[src/rtl/bemc_pkg.sv]
// Shared constants for the bus encoding-mode controller.
// Holds the bus mode codes, the cost accumulator width rule and the FSM state encoding.
// Optional hysteresis (macro BEMC_HYST_EN) is applied in bus_enc_mode_ctrl, not here.
package bemc_pkg;

  // Bus modes as seen by the encoder/decoder pair; 2'd3 is reserved
  localparam logic [1:0] MODE_BIN = 2'd0;
  localparam logic [1:0] MODE_BI  = 2'd1;
  localparam logic [1:0] MODE_T0  = 2'd2;

  // Controller FSM encoding
  localparam logic [1:0] ST_MEASURE = 2'd0;
  localparam logic [1:0] ST_DECIDE  = 2'd1;
  localparam logic [1:0] ST_REQ     = 2'd2;

  // A window of 2^win_log2 samples costs at most 9 transitions each
  function automatic int cost_w(input int win_log2);
    return win_log2 + 4;
  endfunction

endpackage

[src/rtl/popcnt9.sv]
// 9-bit population count, used to cost one bus transition (data bits plus the side bit).
// Latency: purely combinational.
// No handshake; the result follows the input.
module popcnt9 (
  input  logic [8:0] d,
  output logic [3:0] cnt
);

  // Add up the set bits
  always_comb begin
    cnt = '0;
    for (int i = 0; i < 9; i++) begin
      cnt = cnt + {3'b000, d[i]};
    end
  end

endmodule

[src/rtl/bus_enc_mode_ctrl.sv]
// Adaptive bus encoding-mode controller: costs binary / bus-invert / T0 over a sample window
// and switches the encoder/decoder pair to the cheapest code via a mode_req/mode_ack handshake.
// Latency: request registered 2 edges after the window-closing sample; never stalls sampling.
// Optional hysteresis: define BEMC_HYST_EN to require a HYST-transition margin before switching.
module bus_enc_mode_ctrl
  import bemc_pkg::*;
#(
  parameter int WIN_LOG2 = 4,
  parameter int HYST     = 2
) (
  input  logic       ck,
  input  logic       rst,
  input  logic       in_valid,
  input  logic [7:0] in_data,
  output logic [1:0] mode,
  output logic [1:0] mode_next,
  output logic       mode_req,
  input  logic       mode_ack,
  output logic       overrun
);

  localparam int CW = cost_w(WIN_LOG2);

`ifdef BEMC_HYST_EN
  localparam int MARGIN = HYST;
`else
  // Plain minimum selection: any strictly cheaper code wins, HYST has no effect
  localparam int MARGIN = 0 * HYST;
`endif

  logic [7:0]          a_prev;
  logic [8:0]          bi_prev, t0_prev;
  logic [8:0]          bi_new, t0_new;
  logic [3:0]          h_bi, cost_bin, cost_bi, cost_t0;
  logic [CW-1:0]       acc_bin, acc_bi, acc_t0;
  logic [CW-1:0]       snap_bin, snap_bi, snap_t0;
  logic [CW-1:0]       best_cost, cur_cost;
  logic [1:0]          best;
  logic [1:0]          state;
  logic [WIN_LOG2-1:0] win_cnt;
  logic                win_end, switch_ok;

  function automatic logic [CW-1:0] sat_add(input logic [CW-1:0] a, input logic [3:0] b);
    logic [CW:0] s;
    s = {1'b0, a} + {{(CW-3){1'b0}}, b};
    return s[CW] ? {CW{1'b1}} : s[CW-1:0];
  endfunction

  popcnt9 u_pc_h   (.d({1'b0, in_data ^ bi_prev[7:0]}), .cnt(h_bi));
  popcnt9 u_pc_bin (.d({1'b0, in_data ^ a_prev}),       .cnt(cost_bin));
  popcnt9 u_pc_bi  (.d(bi_new ^ bi_prev),               .cnt(cost_bi));
  popcnt9 u_pc_t0  (.d(t0_new ^ t0_prev),               .cnt(cost_t0));

  // Candidate bus words for the bus-invert and T0 models
  always_comb begin
    bi_new = (h_bi > 4'd4) ? {1'b1, ~in_data} : {1'b0, in_data};
    t0_new = (in_data == a_prev + 8'd1) ? {1'b1, t0_prev[7:0]} : {1'b0, in_data};
  end

  assign win_end = in_valid && (win_cnt == {WIN_LOG2{1'b1}});

  // Bus models advance on every valid sample
  always_ff @(posedge ck or posedge rst) begin
    if (rst) begin
      a_prev  <= '0;
      bi_prev <= '0;
      t0_prev <= '0;
    end else if (in_valid) begin
      a_prev  <= in_data;
      bi_prev <= bi_new;
      t0_prev <= t0_new;
    end
  end

  // Window counting, accumulation and end-of-window snapshot; overrun flags a window lost in REQ
  always_ff @(posedge ck or posedge rst) begin
    if (rst) begin
      win_cnt  <= '0;
      acc_bin  <= '0;
      acc_bi   <= '0;
      acc_t0   <= '0;
      snap_bin <= '0;
      snap_bi  <= '0;
      snap_t0  <= '0;
      overrun  <= 1'b0;
    end else if (in_valid) begin
      win_cnt <= win_cnt + WIN_LOG2'(1);
      if (win_end) begin
        acc_bin <= '0;
        acc_bi  <= '0;
        acc_t0  <= '0;
        if (state == ST_REQ) begin
          overrun <= 1'b1;
        end else begin
          snap_bin <= sat_add(acc_bin, cost_bin);
          snap_bi  <= sat_add(acc_bi, cost_bi);
          snap_t0  <= sat_add(acc_t0, cost_t0);
        end
      end else begin
        acc_bin <= sat_add(acc_bin, cost_bin);
        acc_bi  <= sat_add(acc_bi, cost_bi);
        acc_t0  <= sat_add(acc_t0, cost_t0);
      end
    end
  end

  // Cheapest code (ties favour the lower mode index) and whether it beats the current one
  always_comb begin
    best      = MODE_BIN;
    best_cost = snap_bin;
    if (snap_bi < best_cost) begin
      best      = MODE_BI;
      best_cost = snap_bi;
    end
    if (snap_t0 < best_cost) begin
      best      = MODE_T0;
      best_cost = snap_t0;
    end
    case (mode)
      MODE_BI: cur_cost = snap_bi;
      MODE_T0: cur_cost = snap_t0;
      default: cur_cost = snap_bin;
    endcase
    switch_ok = ({1'b0, best_cost} + (CW+1)'(MARGIN)) < {1'b0, cur_cost};
  end

  // Decision and mode-change handshake
  always_ff @(posedge ck or posedge rst) begin
    if (rst) begin
      state     <= ST_MEASURE;
      mode      <= MODE_BIN;
      mode_next <= MODE_BIN;
      mode_req  <= 1'b0;
    end else begin
      case (state)
        ST_MEASURE: if (win_end) state <= ST_DECIDE;
        ST_DECIDE: begin
          if (switch_ok) begin
            mode_next <= best;
            mode_req  <= 1'b1;
            state     <= ST_REQ;
          end else begin
            state <= ST_MEASURE;
          end
        end
        ST_REQ: begin
          if (mode_ack) begin
            mode     <= mode_next;
            mode_req <= 1'b0;
            state    <= ST_MEASURE;
          end
        end
        default: state <= ST_MEASURE;
      endcase
    end
  end

endmodule

[config.mk]
export PLATFORM = sky130hd
export DESIGN_NAME = bus_enc_mode_ctrl
export DESIGN_NICKNAME = d
export VERILOG_FILES = /design/src/rtl/bemc_pkg.sv /design/src/rtl/popcnt9.sv /design/src/rtl/bus_enc_mode_ctrl.sv
export SDC_FILE = /design/constraint.sdc
export NUM_CORES = 1
export LEC_CHECK = 0
export BUFFER_PORTS_ARGS = -buffer_cell sky130_fd_sc_hd__buf_2
export CORE_MARGIN = 4
export CORE_UTILIZATION = 40
export CTS_CLUSTER_SIZE = 8
export DETAILED_ROUTE_END_ITERATION = 10
export GPL_ROUTABILITY_DRIVEN = 0
export SYNTH_ARGS = -nofsm -noshare
export SYNTH_HDL_FRONTEND = slang
export SYNTH_HIERARCHICAL = 1
export SYNTH_SLANG_ARGS = --single-unit
[constraint.sdc]
create_clock -name ck -period 21.3 [get_ports ck]
set_input_delay 2.13 -clock ck [delete_from_list [all_inputs] [get_ports ck]]
set_output_delay 2.13 -clock ck [all_outputs]
set_load 0.02 [all_outputs]
### Yosys cells after proc, flatten, opt, wreduce, memory -nomap -nowiden

Cells that the tools add are included.

* reduce and logical (&&, ||, !) cells: 9
* bitwise operators: 6
* multiplexer cells: 20
* equality and inequality tests: 9
* add/subtract/negate cells: 35
* order comparisons: 4

Operator list (number)
* adder 4 x 1 -> 4 bit: 26
* 2-to-1 mux 8 bit: 8
* adder 8 x 4 -> 9 bit: 3
* < comparator 8 bit: 3
* 2-to-1 mux 9 bit: 2
* bitwise XOR 9 bit: 2
* one-hot mux 8 bit (2 select lines): 1
* bitwise XOR 8 bit: 2
* AND reduction 3 bit: 3
* adder 1 x 1 -> 2 bit: 4
* adder 8 x 1 -> 8 bit, second input constant: 1
* equality test 8 bit: 1
* 2-to-1 mux 2 bit: 4
* NOT 8 bit: 1
* != test 2 bit, second input constant: 3
* one-hot mux 2 bit (3 select lines): 1
* AND reduction 2 bit: 3
* adder 4 x 1 -> 4 bit, second input constant: 1
* equality test 2 x 1 -> 1 bit, second input constant: 2
* equality test 2 bit, second input constant: 2
* equality test 4 bit, second input constant: 1
* greater-than comparator 4 x 3 -> 1 bit, second input constant: 1
* 2-to-1 mux 1 bit: 3
* zero test 2 bit: 1
* 4 further kinds: 4

* register bits: 86
* output and inout bits: 6

### Depth between registers and ports, before layout

Gate-level depths: netlist (run 1).

* depth in word-level cells: 22
* gate-level depth with buffers: 31
* depth with buffers taken out: 29

### Modules after synthesis

Netlist (run 1), hierarchy kept.

Modules (own cells, without submodules)
* bus_enc_mode_ctrl: area an instance 5469.0 um^2, cells each 585, instances 1
* popcnt9: area an instance 211.5 um^2, cells each 25, instances 4

### Worst setup path after synthesis (run 1)

Ideal clock, no wire load.

* path kind: input port to flip-flop
* start: input port in_data[3]
* end: register snap_bi[7]
* arrival time: 10.381 ns
* path buffers: 2
* stages: 28
* slack: 10.836 ns
* cells stage by stage: clkbuf_1 -> xor2_1 -> inv_1 -> fa_1 -> fa_1 -> fa_1 -> fa_1 -> fa_1 -> inv_1 -> o21a_1 -> nor2_1 -> clkbuf_1 -> xnor2_1 -> inv_1 -> fa_1 -> fa_1 -> fa_1 -> fa_1 -> fa_1 -> inv_1 -> ha_1 -> a21o_1 -> a21oi_1 -> nor2b_1 -> o21ai_0 -> nor3_1 -> mux2_2 -> o21ai_0

* word-level cells in the longest chain between the ends: 19
* elaborated cells between the ends (all ways): 20
* those cells by class: add/sub: 14; order compare: 1; mux: 2; bitwise: 3

Ends and longest elaborated chain
* start: declaration: line bus_enc_mode_ctrl.sv:14 `input logic [7:0] in_data,`
* bitwise XOR 8 bit *: line bus_enc_mode_ctrl.sv:49 `popcnt9 u_pc_h (.d({1'b0, in_data ^ bi_prev[7:0]}), .cnt(h_bi));`
* adder 4 x 1 -> 4 bit * (5 in series): line popcnt9.sv:13 `cnt = cnt + {3'b000, d[i]};`
* named net h_bi[1]: line bus_enc_mode_ctrl.sv:34 `logic [3:0] h_bi, cost_bin, cost_bi, cost_t0;`
* greater-than comparator 4 x 3 -> 1 bit *: line bus_enc_mode_ctrl.sv:56 `bi_new = (h_bi > 4'd4) ? {1'b1, ~in_data} : {1'b0, in_data};`
* 2-to-1 mux 9 bit *: line bus_enc_mode_ctrl.sv:56
* bitwise XOR 9 bit *: line bus_enc_mode_ctrl.sv:51 `popcnt9 u_pc_bi (.d(bi_new ^ bi_prev), .cnt(cost_bi));`
* adder 1 x 1 -> 2 bit: line popcnt9.sv:13
* adder 4 x 1 -> 4 bit (6 in series): line popcnt9.sv:13
* adder 4 x 1 -> 4 bit *: line popcnt9.sv:13
* named net cost_bi[1]: line bus_enc_mode_ctrl.sv:34
* adder 8 x 4 -> 9 bit *: line bus_enc_mode_ctrl.sv:45 `s = {1'b0, a} + {{(CW-3){1'b0}}, b};`
* 2-to-1 mux 8 bit *: line bus_enc_mode_ctrl.sv:46 `return s[CW] ? {CW{1'b1}} : s[CW-1:0];`
* end signal: assignment: line bus_enc_mode_ctrl.sv:96 `snap_bi <= sat_add(acc_bi, cost_bi);`
* end: declaration: line bus_enc_mode_ctrl.sv:36 `logic [CW-1:0] snap_bin, snap_bi, snap_t0;`

The timed path passes the listed nets; every way through them passes the cells marked *.
A chain may end at the register's enable or synchronous reset.

### Worst setup path after layout (run 1)

Ends and elaborated chain as after synthesis.

==> results of run 1 <==
-- worst max path at each step --
stage | slack, ns | to | from | depth (start not counted)
2_1_floorplan | 10.84 | snap_bi[7] | in_data[3] | 28
3_3_place_gp | 10.89 | snap_bi[7] | in_data[0] | 27
3_5_place_dp | 10.65 | snap_bi[7] | in_data[3] | 27
4_1_cts | 11.01 | snap_bi[7] | in_data[3] | 27
5_1_grt | 10.56 | snap_bi[7] | in_data[0] | 27
6_report | 11.02 | snap_bi[7] | in_data[3] | 27
-- per-stage QoR --
stage / cell area, um^2 / hold slack, ns / cells
after detailed placement: 6560 / 0.460 / 884
final: 6850 / 0.468 / 899
after global routing: 6850 / 0.489 / 899
after floorplan: 6320 / 0.432 / 686
after global placement: 6560 / 0.454 / 884
after CTS: 6850 / 0.476 / 899
-- per-layer routing --
metal	wire length, um	vias to the layer above	GRT usage, %	share of wire (%)
li1	-	2275	-	-
met1	6010	2171	19.4	47
met2	6170	66	25.8	48
met3	423	14	3.44	3.3
met4	204	0	4.17	1.6
met5	0	-	0	0
-- cell families after synthesis --
family	after synthesis	share of synthesized area (%)
fa+ha+maj	68	16.2
flops	86	34.1
mux	40	6.99
other cells	1	0.0594
buf+inv	137	8.36
xor+xnor	64	9.11
simple gates	145	11.5
compound gates	144	13.7
-- synthesized netlist by cell type (3+ instances only) --
library cell | n | share of area [%]
nor3_1 | 5 | 0.40
nand3_1 | 12 | 0.95
fa_1 | 23 | 7.3
dfrtp_1 | 86 | 34
inv_1 | 104 | 6.2
nor3b_1 | 4 | 0.48
nand4_1 | 5 | 0.50
o21ai_0 | 42 | 3.3
a22oi_1 | 8 | 0.95
o21a_1 | 7 | 0.83
xnor2_1 | 43 | 6.0
o31ai_1 | 3 | 0.36
buf_4 | 3 | 0.36
xor2_1 | 20 | 2.8
clkbuf_1 | 27 | 1.6
nand2b_1 | 10 | 0.99
ha_1 | 45 | 8.9
a21o_1 | 3 | 0.36
o22ai_1 | 20 | 2.0
nor2b_1 | 12 | 1.2
nor2_1 | 41 | 2.4
nor2b_4 | 4 | 0.87
nand2_1 | 41 | 2.4
a31oi_1 | 7 | 0.69
or3_1 | 4 | 0.40
mux2_1 | 8 | 1.4
mux2_2 | 25 | 4.5
mux2i_1 | 7 | 1.1
a21oi_1 | 39 | 3.1
-- registers in the layout, indices dropped and copies added (netlist names), 4 cells and up --
| name | count |
|---|---|
| bi_prev | 9 |
| snap_bi | 8 |
| acc_t0 | 8 |
| acc_bin | 8 |
| acc_bi | 8 |
| snap_bin | 8 |
| a_prev | 8 |
| win_cnt | 4 |
| snap_t0 | 8 |
| t0_prev | 9 |
-- area by class of cell --
| cell class | instances | area [um^2] | area share, % |
|---|---|---|---|
| well taps | 211 | 264 | 3.86 |
| clock buffers | 9 | 225 | 3.29 |
| inverters | 104 | 392 | 5.72 |
| flip-flops and latches | 86 | 2150 | 31.4 |
| clock inverters | 6 | 63.8 | 0.932 |
| repair buffers | 20 | 108 | 1.57 |
| multi-input cells | 463 | 3640 | 53.2 |
-- layout by cell type (no fill, tap or decap), drive strengths merged, types with 7 or more instances in the layout --
master  Yosys  routed
nand3      13      13
xnor2      43      43
a31oi       8       8
nor2       41      41
xor2       20      20
nand2      41      41
fa         23      23
buf         6      20
mux2       33      33
a21oi      40      40
o21a        7       7
o22ai      20      20
mux2i       7       7
a22oi       8       8
inv       104     103
clkbuf     27       9
o21ai      44      44
nor2b      16      16
dfrtp      86      86
ha         45      45
nand2b     10      10
-- tightest hold or removal path, delay by kind of cell, from the launching register on --
kind | cells | cell delay [ns]
flip-flops | 1 | 0.34
AND/OR/NAND/NOR | 2 | 0.10
==> summary.txt, run 1 <==
status: finished, final reports clean
CP most frequent cell: fa_1
worst hold path type: register to register
Fill cells: 1499
Yosys reg bits: 86
Synth Warn #: 6
Slowest cell on crit path: nor2_2
CTS tree: done
I/O pin count: 18
top_reg_cell synth: dfrtp_1
final antenna diode count: 0
# resized after CTS: 0
wire length per cell: 14.2 um
CTS max path bufs: 2
final core occ: 44.7%
part of the cycle the worst path needs: 48.2%
Critical R2R Launch: bi_prev[0]
fmax: 0.0973 GHz
Synth Instances: 685
area grow syn2layout: 8.40%
fraction of layout cells with a size suffix above 1: 10.2%
Total GRT Usage: 15.1%
root buffer cell: clkbuf_16
Final Hold Fails: 0
worst slack at placement: 10.65 ns
Detailed Place HPWL: 9.50 mm
Netlist cell types: 51
total of max-cap violations: 0
Critical Path End Type: register
clock slew at reported path FFs: 0.06 ns
R2R Setup Slk: 12.62 ns
Worst Setup Slack, final: 11.02 ns
max-slew violations: 0
Core ar.: 0.0153 mm^2
Tmin final: 10.28 ns
Clock Sinks: 86
Fin Setup TNS: 0 ns
antenna violations before repair: 0
Vias: 4526
relative slew slack: 28.0%
hold endpoint: mode_req
Worst Tran Pin Value: 1.08 ns
I/O Buffers: 17
Worst EP required: 21.56 ns
crit path kind: primary input to register
synthesized area per cell: 9.22 um^2
Die Span Y: 134 um
crit start category: primary input
Post-Route WL: 12.8 mm
Mapped Area: 0.00631 mm^2
worst hold path startpoint: mode_req
global-route wire length before repair: 22.2 mm
Nets: 764
Critical Path AT: 10.54 ns
Iteration-0 DRC Markers: 198
Reg2Reg Depth: 26
Synth async-reset ratio: 100%
Initial DRT Pass Iterations: 4
Starting Density: 41.2%
remaining antenna violation count after routing: 0
DIE AREA: 0.0179 mm^2
Vias/cell: 5.03
Critical Path Fanout Max: 18
die width: 134 um
CTS Hold Bufs: 0
RR Endpoint: snap_bi[7]
Bufs and invs on worst path: 5
vias in the first global route: 4633
drc violations: 0
number of synthesized flops with an enable pin: 0
clock latency on the worst-skew pair: 0.35 ns
Worst Skew: 0.00738 ns
Worst path max stage delay: 0.80 ns
register area share after synthesis: 34.1%
largest net degree at the start of global routing: 87
setup bufs post-CTS: 0
std cell rows: 45
Hold Path Cell Cnt: 2
Largest delay share family, worst path: adder cells
H-tree depth: 3
RSZ-0062 raised after global routing: false
grt total ovfl: 0
setup violators final: 0
cts bufs inserted: 9
Power of run 1 is not shown: default switching activity piles up to over one toggle a cycle in this logic, so the estimate is an artifact.
==> run 2, diff against run 1 <==
==> constraint.sdc (replaced) <==
create_clock -name ck -period 8.5 [get_ports ck]
set_input_delay 0.85 -clock ck [delete_from_list [all_inputs] [get_ports ck]]
set_output_delay 0.85 -clock ck [all_outputs]
set_load 0.02 [all_outputs]
==> summary.txt, run 2 (synthesized netlist as in run 1, its figures left out) <==
Clock Sinks: 86 (unchanged)
worst hold path type: register to register
status: finished, final reports clean
Fill cells: 1504 (+0.33%)
max-slew violations: 0 (unchanged)
DIE AREA: 0.0179 mm^2 (unchanged)
fraction of layout cells with a size suffix above 1: 11.1% (+0.94 points)
Detailed Place HPWL: 9.25 mm (-2.7%)
most common cell after layout, fill and taps aside: inv_1
die width: 134 um (unchanged)
crit path kind: primary input to register
fmax: 0.123 GHz
drc violations: 0 (unchanged)
area grow syn2layout: 9.19%
Tmin final: 8.11 ns
I/O pin count: 18 (unchanged)
worst slack at placement: -0.123 ns (-10.78 ns)
Die Span Y: 134 um (unchanged)
Core ar.: 0.0153 mm^2 (unchanged)
largest net degree at the start of global routing: 61 (-30%)
I/O Buffers: 17 (unchanged)
clock slew at reported path FFs: 0.07 ns (about the same)
R2R Setup Slk: 0.68 ns (-11.94 ns)
Critical Path Fanout Max: 7 (-11)
H-tree depth: 3 (unchanged)
global-route wire length before repair: 21.8 mm (-1.7%)
relative slew slack: 46.3% (+18 points)
Initial DRT Pass Iterations: 6 (+2)
Critical Path AT: 8.37 ns (-2.17 ns)
remaining antenna violation count after routing: 0 (unchanged)
most frequent cells in the layout: inv_1 (103), dfrtp_1 (86), ha_1 (45)
setup violators final: 0 (unchanged)
met3 usage: 3.97% (+0.53 points)
register area: 0.00215 mm^2 (unchanged)
M1 GR Usage: 19.6% (+0.17 points)
vias in the first global route: 4616 (-0.37%)
Worst EP required: 8.76 ns (-12.80 ns)
CTS tree: done
Starting Density: 41.2% (unchanged)
cts bufs inserted: 9 (unchanged)
footprint of the multi-input gates: 0.00365 mm^2 (+0.27%)
antenna violations before repair: 0 (unchanged)
GRT met2 Usage: 24.2% (-1.6 points)
CP Capture Point: snap_bi[2]
RSZ-0062 raised after global routing: false
Nets: 768 (+0.52%)
root buffer cell: clkbuf_16
std cell rows: 45 (unchanged)
busiest grt layer: met2
Worst Skew: 0.00697 ns (-0.000407 ns)
Min Hold Slack: 0.468 ns (-0.000389 ns)
grt total ovfl: 0 (unchanged)
crit start category: primary input
RR Endpoint: snap_bi[2]
Worst Setup Slack, final: 0.388 ns (-10.64 ns)
Critical Path End Type: register
part of the cycle the worst path needs: 95.4%
Vias: 4512 (-0.31%)
total of max-cap violations: 0 (unchanged)
Post-Route WL: 12.3 mm (-3.8%)
Final Hold Fails: 0 (unchanged)
final antenna diode count: 0 (unchanged)
Critical R2R Launch: bi_prev[0]
critical path launch point: in_data[0]
Reg2Reg Depth: 27 (+3.8%)
Vias/cell: 4.99 (-0.86%)
top flop regs: bi_prev x9, t0_prev x9
CTS max path bufs: 2 (unchanged)
Worst Tran Pin Value: 0.804 ns (-0.274 ns)
Iteration-0 DRC Markers: 257 (+30%)
CTS Hold Bufs: 0 (unchanged)
Total GRT Usage: 14.9% (-0.24 points)
clock latency on the worst-skew pair: 0.35 ns (about the same)
wire length per cell: 13.6 um (-4.4%)
-- run 2: cell count changes in the layout (fill, tap and decap cells not counted) --
cell / previous run / this run
clkinv_2: 3 / 2
clkinvlp_4: 2 / 4
nand2b_2: 0 / 1
inv_6: 0 / 1
buf_4: 3 / 7
o21ai_1: 2 / 3
o21ai_0: 42 / 41
nand2b_1: 10 / 9
nor2_4: 0 / 1
clkinv_4: 1 / 0
nor2_1: 40 / 39
-- run 2: worst max-delay path: stages --
cell      delay [ns]
buf_2           0.16
xor2_1          0.22
inv_1           0.09
fa_1            0.56
fa_1            0.44
fa_1            0.47
fa_1            0.46
fa_1            0.51
inv_1           0.04
o21a_1          0.18
nor2_4          0.21
xnor2_1         0.14
inv_1           0.07
fa_1            0.55
fa_1            0.43
fa_1            0.46
fa_1            0.46
fa_1            0.44
inv_1           0.09
inv_1           0.06
fa_1            0.46
nor2b_1         0.11
o21ai_0         0.09
nand2b_1        0.17
nand2_1         0.09
nor2_2          0.26
nor2_1          0.12
o21ai_0         0.16
-- run 2: final cells by class --
cell class	count	area share, %
multi-input cells	463	52.9
flip-flops and latches	86	31.2
inverters	104	5.68
well taps	211	3.83
clock buffers	9	3.27
repair buffers	24	2.00
clock inverters	7	1.07
-- run 2: worst min-delay path by stage --
stage,start,endpoint,cells after the start
global placement,mode_req,mode_req,2
CTS,state[0],state[0],1
detailed placement,state[0],state[0],1
floorplan,state[0],state[0],1
finish,state[0],state[0],1
global route,state[0],state[0],1
-- run 2: stage by stage --
step	TNS [ns]	std cells	utilization [%]	area, um^2
after floorplan	0	686	-	6340
after global placement	0	888	43.1	6590
after detailed placement	-0.769	888	43.1	6590
after CTS	0	904	45.0	6890
after global routing	0	904	45.0	6900
final	0	904	45.0	6900
-- run 2: routing by layer --
layer	share of wire, %	wire (um)	vias to the layer above
met5	0	0	-
met4	1.7	212	0
met3	3.4	413	20
met2	47	5840	72
met1	47	5850	2145
li1	-	-	2275
-- run 2: repair_timing --
item                                   CTS  global route
setup buffers                            0             0
setup endpoints to repair                0            10
resized for setup                        0             1
endpoints found under the hold margin    0             0
Power of run 2 is left out for the same reason.
